--- config.mk ---
export PLATFORM = sky130hd
export DESIGN_NAME = issue_ctrl
export DESIGN_NICKNAME = d
export VERILOG_FILES = /design/src/rtl/issue_ctrl.sv
export SDC_FILE = /design/constraint.sdc
export NUM_CORES = 1
export LEC_CHECK = 0
export CORE_ASPECT_RATIO = 1.4
export CORE_MARGIN = 10
export CORE_UTILIZATION = 48
export CTS_CLUSTER_SIZE = 30
export DETAILED_ROUTE_END_ITERATION = 6
export GPL_ROUTABILITY_DRIVEN = 0
export PLACE_DENSITY_LB_ADDON = 0.05
export SLEW_MARGIN = 20
export SYNTH_ARGS = -nofsm -noshare
export SYNTH_HDL_FRONTEND = slang
export SYNTH_SLANG_ARGS = --single-unit
--- constraint.sdc ---
create_clock -name clk -period 15 [get_ports clk]
set_input_delay 3 -clock clk [delete_from_list [all_inputs] [get_ports clk]]
set_output_delay 3 -clock clk [all_outputs]
set_load 0.05 [all_outputs]
--- src/rtl/issue_ctrl.sv ---
// issue_ctrl: dual-issue decision over the two buffer head instructions plus ID-stage slot registers.
module issue_ctrl #(
    parameter int CNT_W = 32
) (
    input  logic             clk,
    input  logic             rst,
    input  logic             flush,
    input  logic             stall_i,
    input  logic [31:0]      buf_inst1_i,
    input  logic [31:0]      buf_inst2_i,
    input  logic [31:0]      buf_addr1_i,
    input  logic [31:0]      buf_addr2_i,
    input  logic             buf_issue_ok_i,
    output logic             issue_o,
    output logic             issue_mode_o,
    output logic [31:0]      id_inst1_o,
    output logic [31:0]      id_inst2_o,
    output logic [31:0]      id_addr1_o,
    output logic [31:0]      id_addr2_o,
    output logic             id_valid1_o,
    output logic             id_valid2_o,
    output logic [CNT_W-1:0] single_cnt_o,
    output logic [CNT_W-1:0] dual_cnt_o
);
    // {dest[4:0], branch, mem, priv, hilo_write, hilo_read}
    function automatic logic [9:0] f_dec(input logic [31:0] i);
        logic [5:0] op;
        logic [5:0] fn;
        logic       r0;
        logic       hw;
        logic       hr;
        logic       pr;
        logic       br;
        logic       mem;
        logic [4:0] d;
        op  = i[31:26];
        fn  = i[5:0];
        r0  = op == 6'h00;
        hw  = r0 && (fn inside {6'h11, 6'h13, 6'h18, 6'h19, 6'h1A, 6'h1B});
        hr  = r0 && (fn == 6'h10 || fn == 6'h12);
        pr  = op == 6'h10 || (r0 && (fn == 6'h0C || fn == 6'h0D));
        br  = (op inside {[6'h01:6'h07]}) || (r0 && (fn == 6'h08 || fn == 6'h09));
        mem = op inside {[6'h20:6'h2E]};
        d   = r0 ? ((hw || pr || fn == 6'h08) ? 5'd0 : i[15:11])
            : (op inside {[6'h08:6'h0F], [6'h20:6'h25]}) ? i[20:16]
            : (op == 6'h03) ? 5'd31 : 5'd0;
        return {d, br, mem, pr, hw, hr};
    endfunction

    logic [9:0]       w_d1;
    logic [9:0]       w_d2;
    logic [4:0]       w_dst1;
    logic             w_raw;
    logic             w_waw;
    logic             w_dual;
    logic             r_ds;
    logic [31:0]      r_i1;
    logic [31:0]      r_i2;
    logic [31:0]      r_a1;
    logic [31:0]      r_a2;
    logic             r_v1;
    logic             r_v2;
    logic [CNT_W-1:0] r_sc;
    logic [CNT_W-1:0] r_dc;

    assign w_d1   = f_dec(buf_inst1_i);
    assign w_d2   = f_dec(buf_inst2_i);
    assign w_dst1 = w_d1[9:5];
    assign w_raw  = |w_dst1 && (buf_inst2_i[25:21] == w_dst1 || buf_inst2_i[20:16] == w_dst1);
    assign w_waw  = |w_dst1 && w_dst1 == w_d2[9:5];
    assign w_dual = ~(w_raw | w_waw | (w_d1[3] & w_d2[3]) | w_d2[4] | w_d1[2] | w_d2[2] | (w_d1[1] & w_d2[0]));

    assign issue_o      = buf_issue_ok_i & ~stall_i & ~flush & ~rst;
    assign issue_mode_o = w_dual & ~r_ds;

    always_ff @(posedge clk or posedge rst) begin
        if (rst) begin
            r_ds <= 1'b0;
            r_i1 <= '0;
            r_i2 <= '0;
            r_a1 <= '0;
            r_a2 <= '0;
            r_v1 <= 1'b0;
            r_v2 <= 1'b0;
            r_sc <= '0;
            r_dc <= '0;
        end else if (flush) begin
            r_v1 <= 1'b0;
            r_v2 <= 1'b0;
            r_ds <= 1'b0;
        end else if (issue_o) begin
            r_i1 <= buf_inst1_i;
            r_i2 <= buf_inst2_i;
            r_a1 <= buf_addr1_i;
            r_a2 <= buf_addr2_i;
            r_v1 <= 1'b1;
            r_v2 <= issue_mode_o;
            // a lone branch leaves its delay slot for the next single issue
            r_ds <= ~r_ds & ~issue_mode_o & w_d1[4];
            if (issue_mode_o && ~&r_dc)
                r_dc <= r_dc + CNT_W'(1);
            if (!issue_mode_o && ~&r_sc)
                r_sc <= r_sc + CNT_W'(1);
        end else if (!stall_i) begin
            r_v1 <= 1'b0;
            r_v2 <= 1'b0;
        end
    end

    assign id_inst1_o   = r_i1;
    assign id_inst2_o   = r_i2;
    assign id_addr1_o   = r_a1;
    assign id_addr2_o   = r_a2;
    assign id_valid1_o  = r_v1;
    assign id_valid2_o  = r_v2;
    assign single_cnt_o = r_sc;
    assign dual_cnt_o   = r_dc;
endmodule

==> metrics.txt, run 1 <==
FF+latch area 0.00488 sq mm; grt total ovfl 0; most common cell in the synthesized netlist dfrtp_1; die area 0.0239 sq mm; WS Path Type in -> out; Post-synth top cells dfrtp_1, mux2_2, xnor2_1, nand2_1, xor2_1; clk_skew 9.15 ps; Final Cycle Share 0.639; Post-synth EDFFs 0; # IOs around 330; initial antenna violation count 2; multi-input logic area around 0.0037 sq mm; # DRC 0; Die Wd about 130 microns; Warnings, synthesis 0; required time worst endpoint 12000 ps; clock share of power 0.255; Setup violations, final 0; cell type with the largest total area after synthesis dfrtp_1; DRT antenna net count 0; Pre-Repair DR Iteration Count 4; CORE AREA between 0.015 and 0.02 sq mm; TNS Setup 0 ps; vias in the first global route 7284; Worst-path clk slew 70 ps; Cell Count, Final, Fillers Out 1241; wirelength, routed 27400 microns; sequential area share after synthesis 0.562; Via density 5.40; Buffers on Ports between 300 and 400; measured slew at the worst slew-check pin 937 ps; vias 6699; syn nets 797; Clk Latency, worst-skew pair 440 ps; P_sw 0.000680 W; Post-Syn Instances 662; largest net degree at the start of global routing 115; fraction of layout cells with a size suffix above 1 0.187; worst vdd ir roughly 0.11 mV; synth top area cells dfrtp_1, mux2_2, xnor2_1; worst hold path class reg -> reg; Synth Area per Inst 13.1 sq um; Die Y-Extent 179 microns; Internal 0.00110 W; WL per Instance 22.1 microns; LEAKAGE about 5.3 nW; status completed; unrepaired setup endpoints after global routing no; Distinct cells, synth 62; highest fanout seen on the critical path 13; CTS tree done; fill count about 1300; Root Buffer clkbuf_16; Num CTS Buffers 17; Crit. End Element output port; crit path launch type input port; FP Rows 58; Post-DP HPWL 21300 microns; CTS max path bufs 2; Synth Register Bits 195; PwrDens 140 mW/mm^2; Layout Utilization 0.716; post-CTS sizing 0; top-area cell type share of the netlist area 0.562; fin. max-slew vios 0; maxcap violations 0; area grow syn2layout 47.2%; Gate power share 0.375; first-pass GRT wire length 42100 microns; sequential power share 0.370; R2R cell count 10; Initial Util 0.486; Hold Path Cell Cnt 1; Tot GR Track Use 0.225; FFs w/ async S/R, synth 1.00; Worst slew margin 0.374; arrival time worst endpoint around 6600 ps; most common flop cell mapped by yosys dfrtp_1; sw frac 0.382; Num Clock Sinks 195; max frequency between 0.1 and 0.15 GHz; DRT iter0 DRCs between 200 and 300; Post-CTS Setup Bufs 0; synthesized area 0.00868 sq mm; CTS Hold Bufs 0; Tmin final 9590 ps; fin nets 1121; Max H-tree Level 4; Hold Violations, Final 0; placed cell count 1207
-- layer usage --
metal	track usage	wire length [microns]
met2	0.395	14300
met4	0.0841	762
met3	0.102	2700
met1	0.231	9620
met5	0	0
-- worst paths after layout --
| kind | start | to | slack, ps |
|---|---|---|---|
| min in group asynchronous | rst | dual_cnt_o[1] | 3180 |
| max in group asynchronous | rst | single_cnt_o[3] | 10590 |
| worst max register to register | dual_cnt_o[9] | dual_cnt_o[31] | 11810 |
| worst max-delay path | buf_inst1_i[30] | issue_mode_o | 5410 |
| worst min register to register | single_cnt_o[5] | single_cnt_o[5] | 490 |
| worst min-delay path | single_cnt_o[5] | single_cnt_o[5] | 490 |
-- power by group through the flow --
stage | Sequential [W] | Clock [W] | Combinational (W)
2_1_floorplan | 0.000959 | 0 | 0.000117
3_3_place_gp | 0.000663 | 0 | 0.000665
5_1_grt | 0.000671 | 0.000482 | 0.000697
6_report | 0.000660 | 0.000455 | 0.000669
4_1_cts | 0.000660 | 0.000462 | 0.000676
3_5_place_dp | 0.000669 | 0 | 0.000674
-- sequential cells by signal, indices dropped and copies added (netlist names) --
name          count
dual_cnt_o       32
id_addr1_o       32
id_addr2_o       32
id_inst1_o       32
id_inst2_o       32
single_cnt_o     32
id_valid1_o       1
id_valid2_o       1
r_ds              1
-- cell usage in the layout (no fill, tap or decap), types with 5 or more instances in the layout --
master | netlist | layout
mux2_2 | 130 | 130
o2111ai_1 | 6 | 6
dfrtp_1 | 195 | 195
clkbuf_16 | 0 | 17
nand3_1 | 26 | 26
nand2b_1 | 5 | 5
nand2_1 | 30 | 30
xor2_1 | 30 | 30
a21oi_1 | 13 | 13
nand4_1 | 14 | 14
nor3_1 | 10 | 10
and2_1 | 10 | 10
a211oi_1 | 5 | 5
and4_1 | 6 | 6
xnor2_1 | 45 | 45
clkdlybuf4s50_1 | 0 | 328
nor2_1 | 19 | 19
and3_1 | 14 | 14
-- critical path, stage by stage --
cell and delay (ps):
clkdlybuf4s50_1 640, nor3_1 580, nand4_1 230, a211oi_1 330, nor4b_2 80, nand4_1 160, o221ai_2 200, a21bo_2 350
nor2_1 180, clkdlybuf4s50_1 840
-- area by class of cell --
cell class / instances / area share
Antenna cell: 2 / 0.000392
Clock buffer: 21 / 0.0353
Clock inverter: 11 / 0.00989
Inverter: 5 / 0.00206
Multi-Input combinational cell: 435 / 0.287
Sequential cell: 195 / 0.382
Tap cell: 240 / 0.0235
Timing Repair Buffer: 332 / 0.260
-- kinds of logic after synthesis --
family                     Yosys count  share of synthesized area
adders and majority gates            2                    0.00288
xor gates and xnor gates            75                     0.0757
DFF                                195                      0.562
buffers and inverters               32                     0.0157
muxes                              132                      0.171
AOI/OAI and AO/OA                   61                     0.0586
and+or+nand+nor                    165                      0.114
-- through the flow --
step | total power, W | hold WS, ps | setup slack [ps] | instance area, sq um
floorplan | 0.00108 | 653 | 6650 | 8680
global placement | 0.00133 | 463 | 5530 | 12200
global route | 0.00185 | 499 | 5140 | 12800
CTS | 0.00180 | 488 | 5420 | 12800
detailed placement | 0.00134 | 465 | 5420 | 12200
finish | 0.00178 | 486 | 5410 | 12800
Power figures use the tool's default switching activity.
==> inputs of run 2 (changes only) <==
Settings changed: CORE_UTILIZATION 48 to 45.
Clock period 15 ns to 10 ns, I/O delays scaled along.
==> metrics.txt, run 2 (synthesis results as in run 1) <==
FF+latch area 0.00488 sq mm (unchanged); measured slew at the worst slew-check pin 968 ps (+31.2 ps); CP max stage cell clkdlybuf4s50_1; final instance area 0.0128 sq mm (about the same); maxcap violations 0 (unchanged); unrepaired setup endpoints after global routing no; Layout Utilization 0.670 (-0.0459); Via density 5.32 (-1.5%); WHS Endpoint single_cnt_o[28]; required time worst endpoint 8000 ps (-4000 ps); R2R cell count 10 (unchanged); post-CTS sizing 0 (unchanged); r2r startpoint dual_cnt_o[9]; Worst-path clk slew 70 ps (about the same); fill count 1455 (+8.7%); TNS Setup 0 ps (unchanged); status completed; die area 0.0253 sq mm (+5.8%); Die Y-Extent 184 microns (+2.9%); vias in the first global route 7391 (+1.5%); Initial Util 0.455 (-0.0310); Root Buffer clkbuf_16; commonest non-fill, non-tap cell in the layout clkdlybuf4s50_1; Clk Latency, worst-skew pair 430 ps (about the same); largest net degree at the start of global routing 143 (+24%); fin nets 1121 (unchanged); grt total ovfl 0 (unchanged); Hold Violations, Final 0 (unchanged); CP peak stage delay 730 ps (-110 ps); first-pass GRT wire length 41900 microns (-0.43%); WL per Instance 21.8 microns (-1.3%); Pre-Repair DR Iteration Count 4 (unchanged); WS Path Type in -> out; Num CTS Buffers 17 (unchanged); Die Wd 137 microns (+2.8%); worst setup margin 2400 ps (-3010 ps); wirelength, routed 27200 microns (-0.77%); Buffers on Ports 328 (unchanged); max frequency 0.132 GHz; clk_skew 8.05 ps (-1.10 ps); arrival time worst endpoint 5600 ps (-990 ps); Placement Setup Slack 2440 ps (-2980 ps); CORE AREA 0.0191 sq mm (+6.8%); Num Clock Sinks 195 (unchanged); most frequent cells in the layout clkdlybuf4s50_1, dfrtp_1, mux2_2, xnor2_1; flop-to-flop setup slack 6860 ps (-4950 ps); Crit path top cell by count clkdlybuf4s50_1; DRT iter0 DRCs 327 (+28%); CP delay by family, top buffers and inverters; FP Rows 60 (+3.4%); Post-DP HPWL 21100 microns (-0.73%); CTS max path bufs 2 (unchanged); area grow syn2layout 47.2% (about the same); worst path bufs/invs 2 (unchanged); Hold Path Cell Cnt 1 (unchanged); fin. max-slew vios 0 (unchanged); CTS Hold Bufs 0 (unchanged); LEAKAGE 5.32 nW (-0.27%); hold_ws 494 ps (+7.41 ps); CTS tree done; Post-CTS Setup Bufs 0 (unchanged); highest fanout seen on the critical path 13 (unchanged); Hold Crit Start single_cnt_o[28]; Setup violations, final 0 (unchanged); Crit. End Element output port; DRT antenna net count 0 (unchanged); Critical R2R Capture dual_cnt_o[27]; vias 6638 (-0.91%); Post-Place Cell Area 0.0122 sq mm (about the same); Final Cycle Share 0.760; # DRC 0 (unchanged); CP Launch Point buf_inst1_i[30]; Worst slew margin 0.354 (-0.0197); # IOs 329 (unchanged); PwrDens 208 mW/mm^2 (+49%); worst hold path class reg -> reg; multi-input logic area 0.00367 sq mm (unchanged); Tmin final 7600 ps; cell breakdown of the critical path clkdlybuf4s50_1 > nor3_1 > nand4_1 > and2_1 > xor2_1 > nand3_1 > o221ai_2 > a21bo_2 > nor2_1 > clkdlybuf4s50_1; fraction of layout cells with a size suffix above 1 0.190 (+0.00300); initial antenna violation count 1 (-1); worst vdd ir 0.137 mV (+30%); Max H-tree Level 4 (unchanged); Tot GR Track Use 0.214 (-0.0115); crit path launch type input port
run 2: how the worst max path moves through the flow:
stage	end	depth (start not counted)
detailed placement	issue_mode_o	10
floorplan	dual_cnt_o[0]	1
finish	issue_mode_o	10
CTS	issue_mode_o	10
global placement	issue_mode_o	10
global route	issue_mode_o	10
run 2: metrics by stage:
stage	power [W]	std cells
floorplan	0.00161	662
global placement	0.00200	1215
detailed placement	0.00202	1215
CTS	0.00268	1247
global route	0.00277	1248
finish	0.00266	1248
run 2: metal layers:
layer,up-vias,share of wire,GRT usage
li1,3034,-,-
met1,3308,0.36,0.225
met2,252,0.51,0.368
met3,44,0.097,0.0883
met4,0,0.029,0.0850
met5,-,0,0
run 2: power by group:
part / leakage, nW / switching (W) / total, W / internal (W)
clock: 0.269 / 0.000332 / 0.000663 / 0.000331
sequential: 2.45 / 0.0000771 / 0.000990 / 0.000913
combinational: 2.59 / 0.000640 / 0.00100 / 0.000363
total: 5.32 / 0.00105 / 0.00266 / 0.00161
run 2: area by class of cell:
class | count | area share
Antenna cell | 1 | 0.000196
Clock buffer | 17 | 0.0333
Clock inverter | 15 | 0.0112
Inverter | 5 | 0.00206
Multi-Input combinational cell | 435 | 0.287
Sequential cell | 195 | 0.382
Tap cell | 248 | 0.0243
Timing Repair Buffer | 332 | 0.260
